**src/rtl/dynamic_pointer_bank.sv**
```systemverilog
// dynamic_pointer_bank: bank of NPTR independent WIDTH-bit address pointers.
// One update port (load / increment / decrement by a zero-extended step) and a
// registered read port with a 1-cycle valid pulse. Each pointer keeps a sticky
// overflow flag that is set on carry-out or borrow and cleared only by reset or
// by a load of that pointer.
// Optional feature macro: DP_POSTINC_EN -- a read also post-increments the read
// pointer by step, unless the update port touches the same pointer that cycle.
module dynamic_pointer_bank #(
    parameter int unsigned WIDTH  = 20,
    parameter int unsigned NPTR   = 4,
    parameter int unsigned STEP_W = 4,
    localparam int unsigned SEL_W = $clog2(NPTR)
) (
    input  logic              clk,
    input  logic              reset,
    input  logic [SEL_W-1:0]  wr_sel,
    input  logic              writesig,
    input  logic              inc,
    input  logic              dec,
    input  logic [STEP_W-1:0] step,
    input  logic [WIDTH-1:0]  data_in,
    input  logic [SEL_W-1:0]  rd_sel,
    input  logic              readsig,
    output logic [WIDTH-1:0]  data_out,
    output logic              rd_valid,
    output logic              ovf
);

    // Pointer storage and per-pointer sticky overflow flags
    logic [WIDTH-1:0] ptr_q [NPTR];
    logic [WIDTH-1:0] ptr_d [NPTR];
    logic [NPTR-1:0]  flag_q;
    logic [NPTR-1:0]  flag_d;

    // Read port registers
    logic [WIDTH-1:0] data_out_q;
    logic [WIDTH-1:0] data_out_d;
    logic             rd_valid_q;
    logic             rd_valid_d;
    logic             ovf_q;
    logic             ovf_d;

    // Update-port arithmetic, one bit wider to expose carry / borrow
    logic [WIDTH-1:0] step_ext;
    logic [WIDTH-1:0] wr_cur;
    logic [WIDTH:0]   inc_sum;
    logic [WIDTH:0]   dec_diff;
    logic             upd_any;

    assign step_ext = WIDTH'(step);
    assign wr_cur   = ptr_q[wr_sel];
    assign inc_sum  = {1'b0, wr_cur} + {1'b0, step_ext};
    assign dec_diff = {1'b0, wr_cur} - {1'b0, step_ext};
    // Any update-port request, including the inc&dec no-op, claims the pointer
    assign upd_any  = writesig | inc | dec;

`ifdef DP_POSTINC_EN
    logic [WIDTH-1:0] rd_cur;
    logic [WIDTH:0]   post_sum;
    logic             post_en;

    assign rd_cur   = ptr_q[rd_sel];
    assign post_sum = {1'b0, rd_cur} + {1'b0, step_ext};
    // Update port wins over the post-increment when both target one pointer
    assign post_en  = readsig & ~(upd_any & (wr_sel == rd_sel));
`endif

    // Next-state of the pointer bank: load > (inc xor dec), plus post-increment
    always_comb begin
        for (int i = 0; i < NPTR; i++) begin
            ptr_d[i] = ptr_q[i];
        end
        flag_d = flag_q;

        if (writesig) begin
            ptr_d[wr_sel]  = data_in;
            flag_d[wr_sel] = 1'b0;
        end else if (inc && !dec) begin
            ptr_d[wr_sel] = inc_sum[WIDTH-1:0];
            if (inc_sum[WIDTH]) begin
                flag_d[wr_sel] = 1'b1;
            end
        end else if (dec && !inc) begin
            ptr_d[wr_sel] = dec_diff[WIDTH-1:0];
            if (dec_diff[WIDTH]) begin
                flag_d[wr_sel] = 1'b1;
            end
        end

`ifdef DP_POSTINC_EN
        // post_en excludes the write pointer, so this never collides with above
        if (post_en) begin
            ptr_d[rd_sel] = post_sum[WIDTH-1:0];
            if (post_sum[WIDTH]) begin
                flag_d[rd_sel] = 1'b1;
            end
        end
`endif
    end

    // Next-state of the read port: sample pre-update pointer and flag
    always_comb begin
        data_out_d = data_out_q;
        ovf_d      = ovf_q;
        rd_valid_d = readsig;
        if (readsig) begin
            data_out_d = ptr_q[rd_sel];
            ovf_d      = flag_q[rd_sel];
        end
    end

    // Pointer bank state register
    always_ff @(posedge clk or posedge reset) begin
        if (reset) begin
            for (int i = 0; i < NPTR; i++) begin
                ptr_q[i] <= '0;
            end
            flag_q <= '0;
        end else begin
            for (int i = 0; i < NPTR; i++) begin
                ptr_q[i] <= ptr_d[i];
            end
            flag_q <= flag_d;
        end
    end

    // Read port state register
    always_ff @(posedge clk or posedge reset) begin
        if (reset) begin
            data_out_q <= '0;
            rd_valid_q <= 1'b0;
            ovf_q      <= 1'b0;
        end else begin
            data_out_q <= data_out_d;
            rd_valid_q <= rd_valid_d;
            ovf_q      <= ovf_d;
        end
    end

    assign data_out = data_out_q;
    assign rd_valid = rd_valid_q;
    assign ovf      = ovf_q;

endmodule

```
**config.mk**
```make
export PLATFORM = sky130hd
export DESIGN_NAME = dynamic_pointer_bank
export DESIGN_NICKNAME = d
export VERILOG_FILES = /design/src/rtl/dynamic_pointer_bank.sv
export SDC_FILE = /design/constraint.sdc
export NUM_CORES = 1
export LEC_CHECK = 0
export BUFFER_PORTS_ARGS = -buffer_cell sky130_fd_sc_hd__buf_4
export CAP_MARGIN = 20
export CORE_MARGIN = 2
export CORE_UTILIZATION = 50
export DETAILED_ROUTE_END_ITERATION = 12
export PLACE_DENSITY = 0.69
export RECOVER_POWER = 25
export SYNTH_ARGS = -nofsm -noshare
export SYNTH_HDL_FRONTEND = slang
export SYNTH_SLANG_ARGS = --single-unit
```
**constraint.sdc**
```tcl
create_clock -name clk -period 3.95 [get_ports clk]
set_input_delay 0 -clock clk [delete_from_list [all_inputs] [get_ports clk]]
set_output_delay 0 -clock clk [all_outputs]
set_load 0.01 [all_outputs]
```
==> results.py <==
metrics = {
    "critical_path": {
        "worstSetupPathType": "register to register",
        "crit_chain": "mux4_2, inv_1, ha_1, inv_1, fa_1, a21o_1, a211o_1, or3_1, o21ai_0, xor2_1, mux2i_1, o21ai_0",
        "worstSetupStartpointType": "register",
        "timing.critical_path.arrival_ns": 3.45,
        "required_ns": 4.17,
        "endpoint_kind": "register",
        "slowest_stage": "sky130_fd_sc_hd__mux4_2",
        "critPathMaxFanout": 8,
        "critPathMaxStageDelay_ns": 0.49,
    },
    "synthesis": {
        "synthDistinctLibCells": 50,
        "synthesis.nets": 597,
        "asyncSetResetFlopFracSynth_pct": 100.0,
        "total_of_flip_flops_plus_latches_after_synthesis": 106,
        "ys_seq_area_share_pct": 44.36,
        "synthesis.instances": 553,
        "top_flip_flop_cell_by_instance_count_after_synthesis": "sky130_fd_sc_hd__dfrtp_1",
        "post_synth.cell_area_avg_um2": 10.81,
        "mappedNetlistArea_um2": 5979,
        "synth-edff-count": 0,
        "yosys_warnings": 0,
    },
    "clock_tree": {
        "clockBufferDepth": 2,
        "postCtsSetupBuffers": 0,
        "path_clk_slew_ns": 0.07,
        "cts_resized": 0,
        "cts_tree": "built",
        "clkLatencyLatePin_ns": 0.36,
        "ctsHtreeMaxLevel": 3,
        "cts.root.buffer_cell": "sky130_fd_sc_hd__clkbuf_16",
        "clock_buffer_count_from_cts": 9,
        "cts_hold_buf": 9,
        "cts.sink_count": 106,
    },
    "layout": {
        "area.sequential_um2": 2653,
        "mostFrequentLayoutCell": "sky130_fd_sc_hd__dfrtp_1",
        "layout-drive-gt1-share_pct": 20.76,
        "final_util_pct": 59.26,
        "layout-area-overhead-vs-synth_pct": 14.61,
        "antenna_cells": 0,
        "multi_input_comb_area_um2": 3115,
        "layout.cells.most_common_list": "106 x sky130_fd_sc_hd__dfrtp_1, 84 x sky130_fd_sc_hd__nand2_1, 46 x sky130_fd_sc_hd__o21ai_0, 41 x sky130_fd_sc_hd__mux4_2, 38 x sky130_fd_sc_hd__nor2_1",
        "stdcell_count": 750,
        "layout.filler_cells": 984,
        "nets_finish": 646,
    },
    "power_and_ir_drop": {
        "worst_ir_drop_vdd_mv": 0.3898,
        "power_per_cell_area_nw_per_um2": 557.6,
        "p_leak_nw": 2.873,
    },
    "sta": {
        "fin_crit_sh_pct": 81.71,
        "setup_repair_after_global_routing_missed_its_margin": "no",
        "max_transition_margin_pct": -93.06,
        "shortest_period_the_worst_path_allows_ns": 3.227,
        "clock_skew_ns": 0.006755,
        "report.final.setup_viol": 0,
        "worst_hold_slack_ns": 0.01599,
        "final_hold_viol_count": 0,
        "fmaxAchievable_ghz": 0.3098,
        "setup_tns_ns": 0,
        "timing_max_transition_violations_final": 100,
        "worst_slew_pin_slew_ns": 2.893,
    },
    "run_status": {
        "result_of_the_run": "finished, violations left",
        "violations": "capacitance limit, slew limit",
    },
    "floorplan": {
        "die_y_extent_um": 113.4,
        "fp-row-count": 39,
        "core-area_um2": 11560,
        "io_pins": 56,
        "floorplan.die.width_um": 113.4,
        "initial_core_util_pct": 51.70,
        "design.die.area_um2": 12850,
    },
    "placement": {
        "placedCellCount": 722,
        "port_buffers": 55,
        "dpl.hpwl_mm": 10.24,
        "gpl.final_weighted_congestion": 0.9104,
    },
    "global_routing": {
        "grt_pass1_wl_mm": 25.10,
        "antenna_found_initial": 0,
        "first_global_vias": 4627,
        "groute.usage.overall_pct": 25.63,
        "grt_overflow": 0,
        "maximum_number_of_pins_on_one_net_before_global_route_repair": 77,
    },
    "route": {
        "first_iter_violations": 362,
        "vias_per_cell": 6.215,
        "drc": 0,
        "routed_wire_length_per_instance_um": 20.55,
        "drt_first_pass_iters": 6,
        "postRouteWirelength_mm": 15.42,
        "final_antenna_net_count": 0,
        "dr_total_vias": 4661,
    },
    "worst_hold_path": {
        "hp-class": "input pin to register",
    },
    "job": {
        "maxCapViolCount": 2,
    },
}
-- layout make-up --
class	count	share of cell area, %
clock buffer	12	3.743
clock inverter	4	1.077
inverter	17	0.9312
multi-input combinational	396	45.46
sequential	106	38.71
tap	143	2.611
timing repair buffer	72	7.468
-- synth_stat cells (all sizes together) (6+ instances only) --
cell type,instances,area share [%]
a21oi,24,2.0
a31oi,24,2.5
buf,8,0.84
clkbuf,26,1.6
dfrtp,106,44
ha,8,1.7
inv,17,1.1
mux2,21,4.0
mux4,41,15
nand2,85,5.4
nand3,6,0.50
nor2,38,2.4
nor2b,7,0.73
o21ai,46,3.9
o221ai,20,3.0
xnor2,11,1.6
-- layer usage --
layer	GRT usage [%]	share of wire [%]	vias up	wire length, µm
met5	0	0	-	0
met4	9.106	1.9	0	300
met3	4.874	5.7	22	885
met2	40.12	48	154	7373
met1	36.18	44	2354	6856
li1	-	-	2131	-
-- cells by family after synthesis --
logic type | after synthesis | synth area share, %
AOI/OAI and AO/OA | 132 | 13.94
xor gates and xnor gates | 16 | 2.344
adders and majority gates | 10 | 2.344
buffers and inverters | 51 | 3.536
DFF | 106 | 44.36
muxes | 67 | 20.23
and+or+nand+nor | 171 | 13.25
-- report_power, final --
| group | total [W] | leakage, nW | switching, W | internal (W) |
|---|---|---|---|---|
| Combinational | 0.00125 | 1.41 | 0.000665 | 0.000581 |
| Clock | 0.000995 | 0.163 | 0.000405 | 0.000590 |
| Sequential | 0.00158 | 1.30 | 0.000199 | 0.00138 |
-- metrics by stage --
| step | cell area, µm² | worst slack (ns) | power, W |
|---|---|---|---|
| 2_1_floorplan | 5979 | 0.5773 | 0.002472 |
| 3_3_place_gp | 6464 | 0.7869 | 0.002825 |
| 3_5_place_dp | 6464 | 0.7185 | 0.002880 |
| 4_1_cts | 6884 | 0.7001 | 0.003888 |
| 5_1_grt | 6853 | 0.3806 | 0.004059 |
| 6_report | 6853 | 0.7226 | 0.003821 |
-- final timing paths --
kind                                 startpoint                      end  slack [ns]  cells past startpoint
max                        ptr_q[0]$_DFFE_PP0P_    ptr_q[46]$_DFFE_PP0P_        0.72                     12
min                                  data_in[6]    ptr_q[66]$_DFFE_PP0P_        0.02                      3
max reg2reg                ptr_q[0]$_DFFE_PP0P_    ptr_q[46]$_DFFE_PP0P_        0.72                     12
min reg2reg                ptr_q[0]$_DFFE_PP0P_     ptr_q[0]$_DFFE_PP0P_        0.50                      2
max in group asynchronous                 reset    ptr_q[11]$_DFFE_PP0P_        1.07                      3
min in group asynchronous                 reset  data_out[9]$_DFFE_PP0P_        1.24                      3
-- registers in the layout, summed over array words and instances (netlist names), named ones only --
signal and cells:
ptr_q 80, rd_valid 1, ovf 1, data_out 20
-- critical path, delay by kind of cell (launching register included) --
family / cells / cell delay [ns]
simple gates: 1 / 0.34
fa+ha+maj: 2 / 0.53
xor+xnor: 1 / 0.09
mux: 2 / 0.75
compound gates: 4 / 0.87
flops: 1 / 0.39
buf+inv: 2 / 0.13
Power figures use the tool's default switching activity.
